[src/rtl/mvau_weight_loader.sv]
// Weight-stream loader for the MVAU per-PE weight memories: word i is written
// to PE (i mod PE) at address (i div PE), one cycle after its handshake.
module mvau_weight_loader #(
    parameter int PE           = 2,
    parameter int SIMD         = 2,
    parameter int TW           = 1,
    parameter int WMEM_DEPTH   = 4,
    parameter int WMEM_ADDR_BW = 4
) (
    input  logic                    aclk,
    input  logic                    rst,
    input  logic                    start,
    output logic                    busy,
    output logic                    done,
    input  logic                    in_wgt_v,
    output logic                    in_wgt_r,
    input  logic [SIMD*TW-1:0]      in_wgt,
    output logic [PE-1:0]           wmem_we,
    output logic [WMEM_ADDR_BW-1:0] wmem_waddr,
    output logic [SIMD*TW-1:0]      wmem_wdata
);

    localparam int PE_BW = (PE > 1) ? $clog2(PE) : 1;

    localparam logic [1:0] S_IDLE = 2'd0;
    localparam logic [1:0] S_LOAD = 2'd1;
    localparam logic [1:0] S_DONE = 2'd2;

    localparam logic [PE_BW-1:0]        PE_LAST   = PE_BW'(PE - 1);
    localparam logic [WMEM_ADDR_BW-1:0] ADDR_LAST = WMEM_ADDR_BW'(WMEM_DEPTH - 1);

    logic [1:0]              state_reg, state_next;
    logic [PE_BW-1:0]        pe_cnt_reg, pe_cnt_next;
    logic [WMEM_ADDR_BW-1:0] addr_cnt_reg, addr_cnt_next;
    logic [PE-1:0]           we_reg, we_next;
    logic [WMEM_ADDR_BW-1:0] waddr_reg, waddr_next;
    logic [SIMD*TW-1:0]      wdata_reg, wdata_next;

    logic          handshake;
    logic          last_word;
    logic [PE-1:0] pe_onehot;

    // Ready is a pure state decode so it never loops back through in_wgt_v.
    assign busy      = (state_reg == S_LOAD);
    assign in_wgt_r  = (state_reg == S_LOAD);
    assign done      = (state_reg == S_DONE);
    assign handshake = in_wgt_v & in_wgt_r;
    assign last_word = (pe_cnt_reg == PE_LAST) && (addr_cnt_reg == ADDR_LAST);

    generate
        for (genvar gi = 0; gi < PE; gi++) begin : g_onehot
            assign pe_onehot[gi] = (pe_cnt_reg == PE_BW'(gi));
        end
    endgenerate

    always_comb begin
        state_next    = state_reg;
        pe_cnt_next   = pe_cnt_reg;
        addr_cnt_next = addr_cnt_reg;
        we_next       = '0;
        waddr_next    = waddr_reg;
        wdata_next    = wdata_reg;

        case (state_reg)
            S_IDLE: begin
                if (start) begin
                    state_next    = S_LOAD;
                    pe_cnt_next   = '0;
                    addr_cnt_next = '0;
                end
            end
            S_LOAD: begin
                if (handshake) begin
                    we_next    = pe_onehot;
                    waddr_next = addr_cnt_reg;
                    wdata_next = in_wgt;
                    if (last_word) begin
                        state_next    = S_DONE;
                        pe_cnt_next   = '0;
                        addr_cnt_next = '0;
                    end else if (pe_cnt_reg == PE_LAST) begin
                        pe_cnt_next   = '0;
                        addr_cnt_next = addr_cnt_reg + WMEM_ADDR_BW'(1);
                    end else begin
                        pe_cnt_next = pe_cnt_reg + PE_BW'(1);
                    end
                end
            end
            S_DONE: begin
                state_next = S_IDLE;
            end
            default: begin
                state_next = S_IDLE;
            end
        endcase
    end

    // Reset also clears we_reg, so a write captured just before reset never lands.
    always_ff @(posedge aclk) begin
        if (rst) begin
            state_reg    <= S_IDLE;
            pe_cnt_reg   <= '0;
            addr_cnt_reg <= '0;
            we_reg       <= '0;
            waddr_reg    <= '0;
            wdata_reg    <= '0;
        end else begin
            state_reg    <= state_next;
            pe_cnt_reg   <= pe_cnt_next;
            addr_cnt_reg <= addr_cnt_next;
            we_reg       <= we_next;
            waddr_reg    <= waddr_next;
            wdata_reg    <= wdata_next;
        end
    end

    assign wmem_we    = we_reg;
    assign wmem_waddr = waddr_reg;
    assign wmem_wdata = wdata_reg;

endmodule

[config.mk]
export PLATFORM = sky130hd
export DESIGN_NAME = mvau_weight_loader
export DESIGN_NICKNAME = d
export VERILOG_FILES = /design/src/rtl/mvau_weight_loader.sv
export SDC_FILE = /design/constraint.sdc
export NUM_CORES = 1
export LEC_CHECK = 0
export CELL_PAD_IN_SITES_DETAIL_PLACEMENT = 0
export CELL_PAD_IN_SITES_GLOBAL_PLACEMENT = 2
export CORE_ASPECT_RATIO = 0.75
export CORE_MARGIN = 10
export CORE_UTILIZATION = 29
export CTS_BUF_LIST = sky130_fd_sc_hd__clkbuf_8
export CTS_CLUSTER_DIAMETER = 100
export CTS_CLUSTER_SIZE = 12
export DETAILED_ROUTE_END_ITERATION = 8
export GPL_TIMING_DRIVEN = 0
export PLACE_DENSITY = 0.88
export REMOVE_ABC_BUFFERS = 1
export SKIP_LAST_GASP = 1
export SLEW_MARGIN = 20
export SYNTH_ARGS = -nofsm -noshare
export SYNTH_HDL_FRONTEND = slang
export SYNTH_SLANG_ARGS = --single-unit
[constraint.sdc]
create_clock -name aclk -period 1.7 [get_ports aclk]
set_input_delay 0.34 -clock aclk [delete_from_list [all_inputs] [get_ports aclk]]
set_output_delay 0.34 -clock aclk [all_outputs]
set_load 0.05 [all_outputs]
# --- After elaboration in Yosys (flattened, before gate mapping) ---
# Cells that the tools add are included.
word_totals:
  register_bits: 15
  latchBits: 0
  ram_bits: 0
  romBits: 0
  input_bits: 6
  output_inout_bits: 11
  elab_cells: 41
  mem_count: 0
op_classes:
  add_sub_neg: 2
  mul: 0
  div: 0
  order_cmp: 0
  eq_ne: 7
  shifts: 0
  muxes: 14
  n_bitwise: 4
  n_reduce_logical: 8
op_table:
  columns: ["operator", "n"]
  rows:
  - ["$mux W4", 4]
  - ["$pmux W4 S2", 1]
  - ["$mux W2", 3]
  - ["$reduce_and A3 Y1", 2]
  - ["$add A4 B1 Y4 const B", 1]
  - ["$eq A4 B2 Y1 const B", 1]
  - ["$mux W1", 4]
  - ["$ne A2 B1 Y1 const B", 2]
  - ["$pmux W2 S2", 1]
  - ["$reduce_and A4 Y1", 1]
  - ["$ne A3 B1 Y1 const B", 1]
  - ["$not A1 Y1", 3]
  - ["$reduce_or A3 Y1", 1]
  - ["$eq A2 B1 Y1 const B", 1]
  - ["$eq A2 B2 Y1 const B", 1]
  - ["$logic_not A2 Y1", 1]
  - ["$ne A2 B2 Y1 const B", 1]
  - ["$pmux W1 S2", 1]
  - ["$reduce_and A2 Y1", 1]
  - ["$reduce_bool A2 Y1", 1]
  - ["$add A1 B1 Y1 const B", 1]
  - ["$and A1 B1 Y1", 1]
  - ["$logic_and A1 B1 Y1", 1]

# --- Longest topological paths before layout ---
# Gate-level depths: netlist (run 1).
logic_depth:
  depth_word: 5
  mapped_depth: 5
  mapped_depth_nobuf: 4

# --- Worst setup path before layout (run 1) ---
# Ideal clock, no wire load.
synth_path:
  path_kind: "register -> output"
  startpoint: "register state_reg[0]"
  endpoint: "output in_wgt_r"
  arrival_time_ns: 1.182
  required_ns: 1.360
  setup_slack_ns: 0.178
  path_stages_with_launch: 4
  path_buffers: 2
  cell_sequence: "dfxtp_1 > buf_4 > and2b_1 > buf_4"
synth_via:
  elab_chain_cells: 1
synth_lines:
  columns: ["item", "line", "text"]
  rows:
  - ["start, declared", "32", "logic [1:0] state_reg, state_next;"]
  - ["start signal, assigned", "108", "state_reg <= state_next;"]
  - ["$eq A2 B1 Y1", null, null]
  - ["end, declared", "16", "output logic in_wgt_r,"]
# Every way passes these cells.

# --- Worst setup path after layout (run 1) ---
layout_path:
  startpoint: "register state_reg[1]"
  endpoint: "output busy"
layout_via:
  elab_chain_cells: 1
layout_lines:
  columns: ["item", "line", "text"]
  rows:
  - ["$eq A2 B1 Y1", "44", "assign busy = (state_reg == S_LOAD);"]
  - ["end, declared", "13", "output logic busy,"]
# Every way passes these cells.

==> results of run 1 <==
-- per-layer routing --
| metal | up-vias | share of wire, % |
|---|---|---|
| met5 | - | 0 |
| met4 | 0 | 1.2 |
| met3 | 4 | 11 |
| met2 | 20 | 40 |
| met1 | 245 | 48 |
| li1 | 275 | - |
-- per-stage QoR --
stage | cells | area (sq um)
CTS | 107 | 839.6
global route | 108 | 845.8
floorplan | 63 | 623.1
finish | 108 | 845.8
global placement | 103 | 813.3
detailed placement | 103 | 813.3
-- cell families after synthesis --
family                   Yosys count
adder cells (fa/ha/maj)            1
AO/OA/AOI/OAI                     12
AND/OR/NAND/NOR                   30
flip-flops                        15
buffers and inverters              5
multiplexers                       4
-- synth_stat cells --
| cell | instances | area share [%] |
|---|---|---|
| sky130_fd_sc_hd__and4b_4 | 1 | 2.1 |
| sky130_fd_sc_hd__dfxtp_1 | 15 | 46 |
| sky130_fd_sc_hd__a211oi_1 | 1 | 1.2 |
| sky130_fd_sc_hd__clkbuf_1 | 1 | 0.58 |
| sky130_fd_sc_hd__nor3b_1 | 2 | 2.3 |
| sky130_fd_sc_hd__ha_1 | 1 | 1.9 |
| sky130_fd_sc_hd__nand4b_1 | 2 | 2.7 |
| sky130_fd_sc_hd__o211ai_1 | 1 | 1.2 |
| sky130_fd_sc_hd__o21bai_1 | 1 | 1.2 |
| sky130_fd_sc_hd__nor2_1 | 5 | 2.9 |
| sky130_fd_sc_hd__mux2i_1 | 4 | 6.2 |
| sky130_fd_sc_hd__a311oi_2 | 1 | 2.3 |
| sky130_fd_sc_hd__and2b_2 | 1 | 1.4 |
| sky130_fd_sc_hd__or3b_2 | 1 | 1.4 |
| sky130_fd_sc_hd__inv_1 | 1 | 0.58 |
| sky130_fd_sc_hd__and2b_1 | 1 | 1.2 |
| sky130_fd_sc_hd__o21ai_0 | 1 | 0.77 |
| sky130_fd_sc_hd__nor3_1 | 3 | 2.3 |
| sky130_fd_sc_hd__nand2_1 | 6 | 3.5 |
| sky130_fd_sc_hd__a21oi_1 | 6 | 4.6 |
| sky130_fd_sc_hd__nor2b_1 | 1 | 0.97 |
| sky130_fd_sc_hd__nand4bb_1 | 1 | 1.7 |
| sky130_fd_sc_hd__a41oi_2 | 1 | 2.5 |
| sky130_fd_sc_hd__buf_4 | 2 | 2.3 |
| sky130_fd_sc_hd__nand3_1 | 5 | 3.9 |
| sky130_fd_sc_hd__nand3b_1 | 1 | 1.2 |
| sky130_fd_sc_hd__buf_2 | 1 | 0.77 |
-- power breakdown --
group	total, uW	switching [uW]	leakage, uW	internal, uW
Combinational	78.4	49.9	0.000225	28.5
Sequential	367	8.22	0.000122	358
Clock	282	122	0.0000269	160
Total	727	180	0.000374	547
-- worst max-delay path: stages (launching register included) --
cell	delay [ns]
sky130_fd_sc_hd__dfxtp_1	0.36
sky130_fd_sc_hd__and2b_1	0.31
sky130_fd_sc_hd__buf_2	0.30
-- worst max-delay path by stage --
stage / cells after the start / endpoint
after floorplan: 3 / addr_cnt_reg[3]
after global placement: 2 / in_wgt_r
after detailed placement: 2 / busy
after CTS: 1 / wmem_we[0]
after global routing: 2 / in_wgt_r
final: 2 / busy
-- cell type report --
type	count	share of cell area, %
Clock buffer	3	4.882
Clock inverter	1	0.4438
Inverter	1	0.4438
Multi-Input combinational cell	47	37.72
Sequential cell	15	35.65
Tap cell	24	3.550
Timing Repair Buffer	17	17.31
-- what timing repair did --
item	4_1_cts	5_1_grt
hold buffers	0	0
pin swaps	0	1
buffers inserted	0	1
setup endpoints to repair	10	6
gates resized for setup	19	3
==> results list, run 1 <==
- First-pass DRT Iterations: 4
* Post-route DRC violation count: 0
- Slew at the pin closest to its max-slew limit: 0.5743 ns
- Source of the critical timing path: state_reg[1]
- Startpoint of the lowest-slack register-to-register path: addr_cnt_reg[0]
- Dividing the synthesized area by the synthesized cell count gives 9.655 sq um.
- Post-synthesis share of cell area spent on and, or, nand and nor gates: 27.47%
- Measured along the y axis, the die boundary spans 60.90 microns.
- # H-tree levels: 1
* Maximum number of pins on one net before global-route repair: 16
- R2r setup slk: 0.45 ns
- Via count of the routed design: 544
- The final count of hold timing violations was 0.
- Data arrival time of the critical path: 1.22 ns
* Final min period: 1.561 ns
* Post-synthesis cell area: 646.9 sq um
* Clock-pin slew on the worst setup and hold paths: 0.06 ns
- CP Capture Type: output port
- Setup violations remaining at the end of the flow were counted as 0.
* Post-synthesis to final-layout area growth: 30.75%
* Setup TNS after final layout: 0 ns
- PortBufs: 16
* Count of maximum capacitance violations: 0
- I/O pin total: 17
- The final count of pins violating max slew came to 0.
- Adder and majority cell fraction of the synthesized area: 1.934%
- Critical path start-end classification: reg2out
- PD cells: 859.1 nW/um^2
- In the final routed layout, each cell accounts on average for 14.01 microns.
- Clk sink count: 15
* Worst hold path depth: 2
- Tightest slew margin relative to the limit: 61.60%
- Antenna-violating nets left: 0
* Weighted congestion at the end of routability-driven global placement: 0.7133
- For the worst setup path, the data required time is 1.36 ns.
* Sequential cell area: 301.5 sq um
- For this run, the total global-route usage over all layers was measured as 7.517%.
- Number of warning messages in the yosys log: 0
- Pre-CTS setup slack: -0.2484 ns
- Summing all multi-input logic gate instances after layout gives 319.1 sq um.
- Of the total synthesized cell area, the portion taken by XOR and XNOR cells is 0%.
* Total half-perimeter wirelength after legalization and detailed placement: 1.074 mm
* Core Rows: 14
- Crit start category: flop
- Synthesis handed over a netlist of 67 instances.
* Clk buf depth: 2
- Number of library cell types mapped by synthesis: 27
- Full die area: 4539 sq um
- Highest ir drop seen on vdd: 0.0004310 V
- The final layout contains routed wiring with a total length of 1.513 mm.
- Leakage dissipation: 0.0003735 uW
- Final setup slack of the worst path: 0.1387 ns
- Multiplexer cells account for 6.190% of the synthesized area.
* Detailed router's first-iteration violation count: 66
- Reg-to-reg critical path endpoint: addr_cnt_reg[0]
- Status: finished clean
- In this run the most critical hold path is launched from wmem_wdata[1].
* Worst-Skew Late Latency: 0.25 ns
- For this run, the top clock speed supported by timing is 640.5 MHz.
- After floorplanning, the core was sized to cover 2067 sq um.
- TritonCTS built the clock tree.
* Top library cells by usage in the layout, fill and taps aside: 14 x sky130_fd_sc_hd__dfxtp_1, 7 x sky130_fd_sc_hd__dlygate4sd2_1, 6 x sky130_fd_sc_hd__nand2_1, 6 x sky130_fd_sc_hd__a21oi_1
* Fill cell total of the finished layout: 221
- Die span in x: 74.54 microns
* Critical Path Fanout Max: 8
- Dividing the final minimum period by the clock period gives 91.84%.
- In this run the most used layer during global routing was met2.
- Most common library cell in the layout ignoring fill and taps: sky130_fd_sc_hd__dfxtp_1
- Once the floorplan was initialized, standard cells occupied 31.30% of the core.
- The root buffer cell chosen for the clock tree is sky130_fd_sc_hd__clkbuf_8.
* Nets: 92
- Initial antenna violation count: 0
- The post-route netlist has 15.48% of its cells at a drive strength greater than 1.
- Via count of the first global-routing pass: 522
* Wire length of the first global-routing pass: 2.608 mm
* Met3 track demand over resource: 4.894%
- Summed over all layers, the global routing overflow is 0.
- For this run, the register share of the synthesized area comes to 46.42%.
* Path class of the lowest-slack min-delay path: reg2reg
- Global routing used 9.249% of the available met1 tracks.
- Worst-case clock skew: 0.001145 ns
* Number of CTS-inserted buffers: 3
* Main combinational cell family by area after synthesis: simple AND/OR/NAND/NOR gates
- Register bit total from synthesis: 15
- Antenna fix cells: 0
- In the global route stage, met2 resource usage came out at 9.963%.
- Cell depth of the worst flop-to-flop path: 4
- The synthesized netlist devotes 13.73% of its cell area to compound gates.
- Summing internal, switching and leakage power gives 726.7 uW.
- Setup repair after global routing left no endpoint under its margin.
- Final hold analysis gives a worst-case slack of 0.4524 ns.
* Post-layout utilization of the core: 40.92%
- Endpoint with the worst hold slack: wmem_wdata[1]
* Detailed-route vias per instance: 5.037
(Power assumes the default switching activity.)
==> run 2, diff against run 1 <==
--- a/config.mk
+++ b/config.mk
@@ -17,7 +17,6 @@
 export GPL_TIMING_DRIVEN = 0
 export PLACE_DENSITY = 0.88
 export REMOVE_ABC_BUFFERS = 1
-export SKIP_LAST_GASP = 1
 export SLEW_MARGIN = 20
 export SYNTH_ARGS = -nofsm -noshare
 export SYNTH_HDL_FRONTEND = slang
==> results of run 2 <==
Final layout, timing and power as in run 1 (identical DEF).
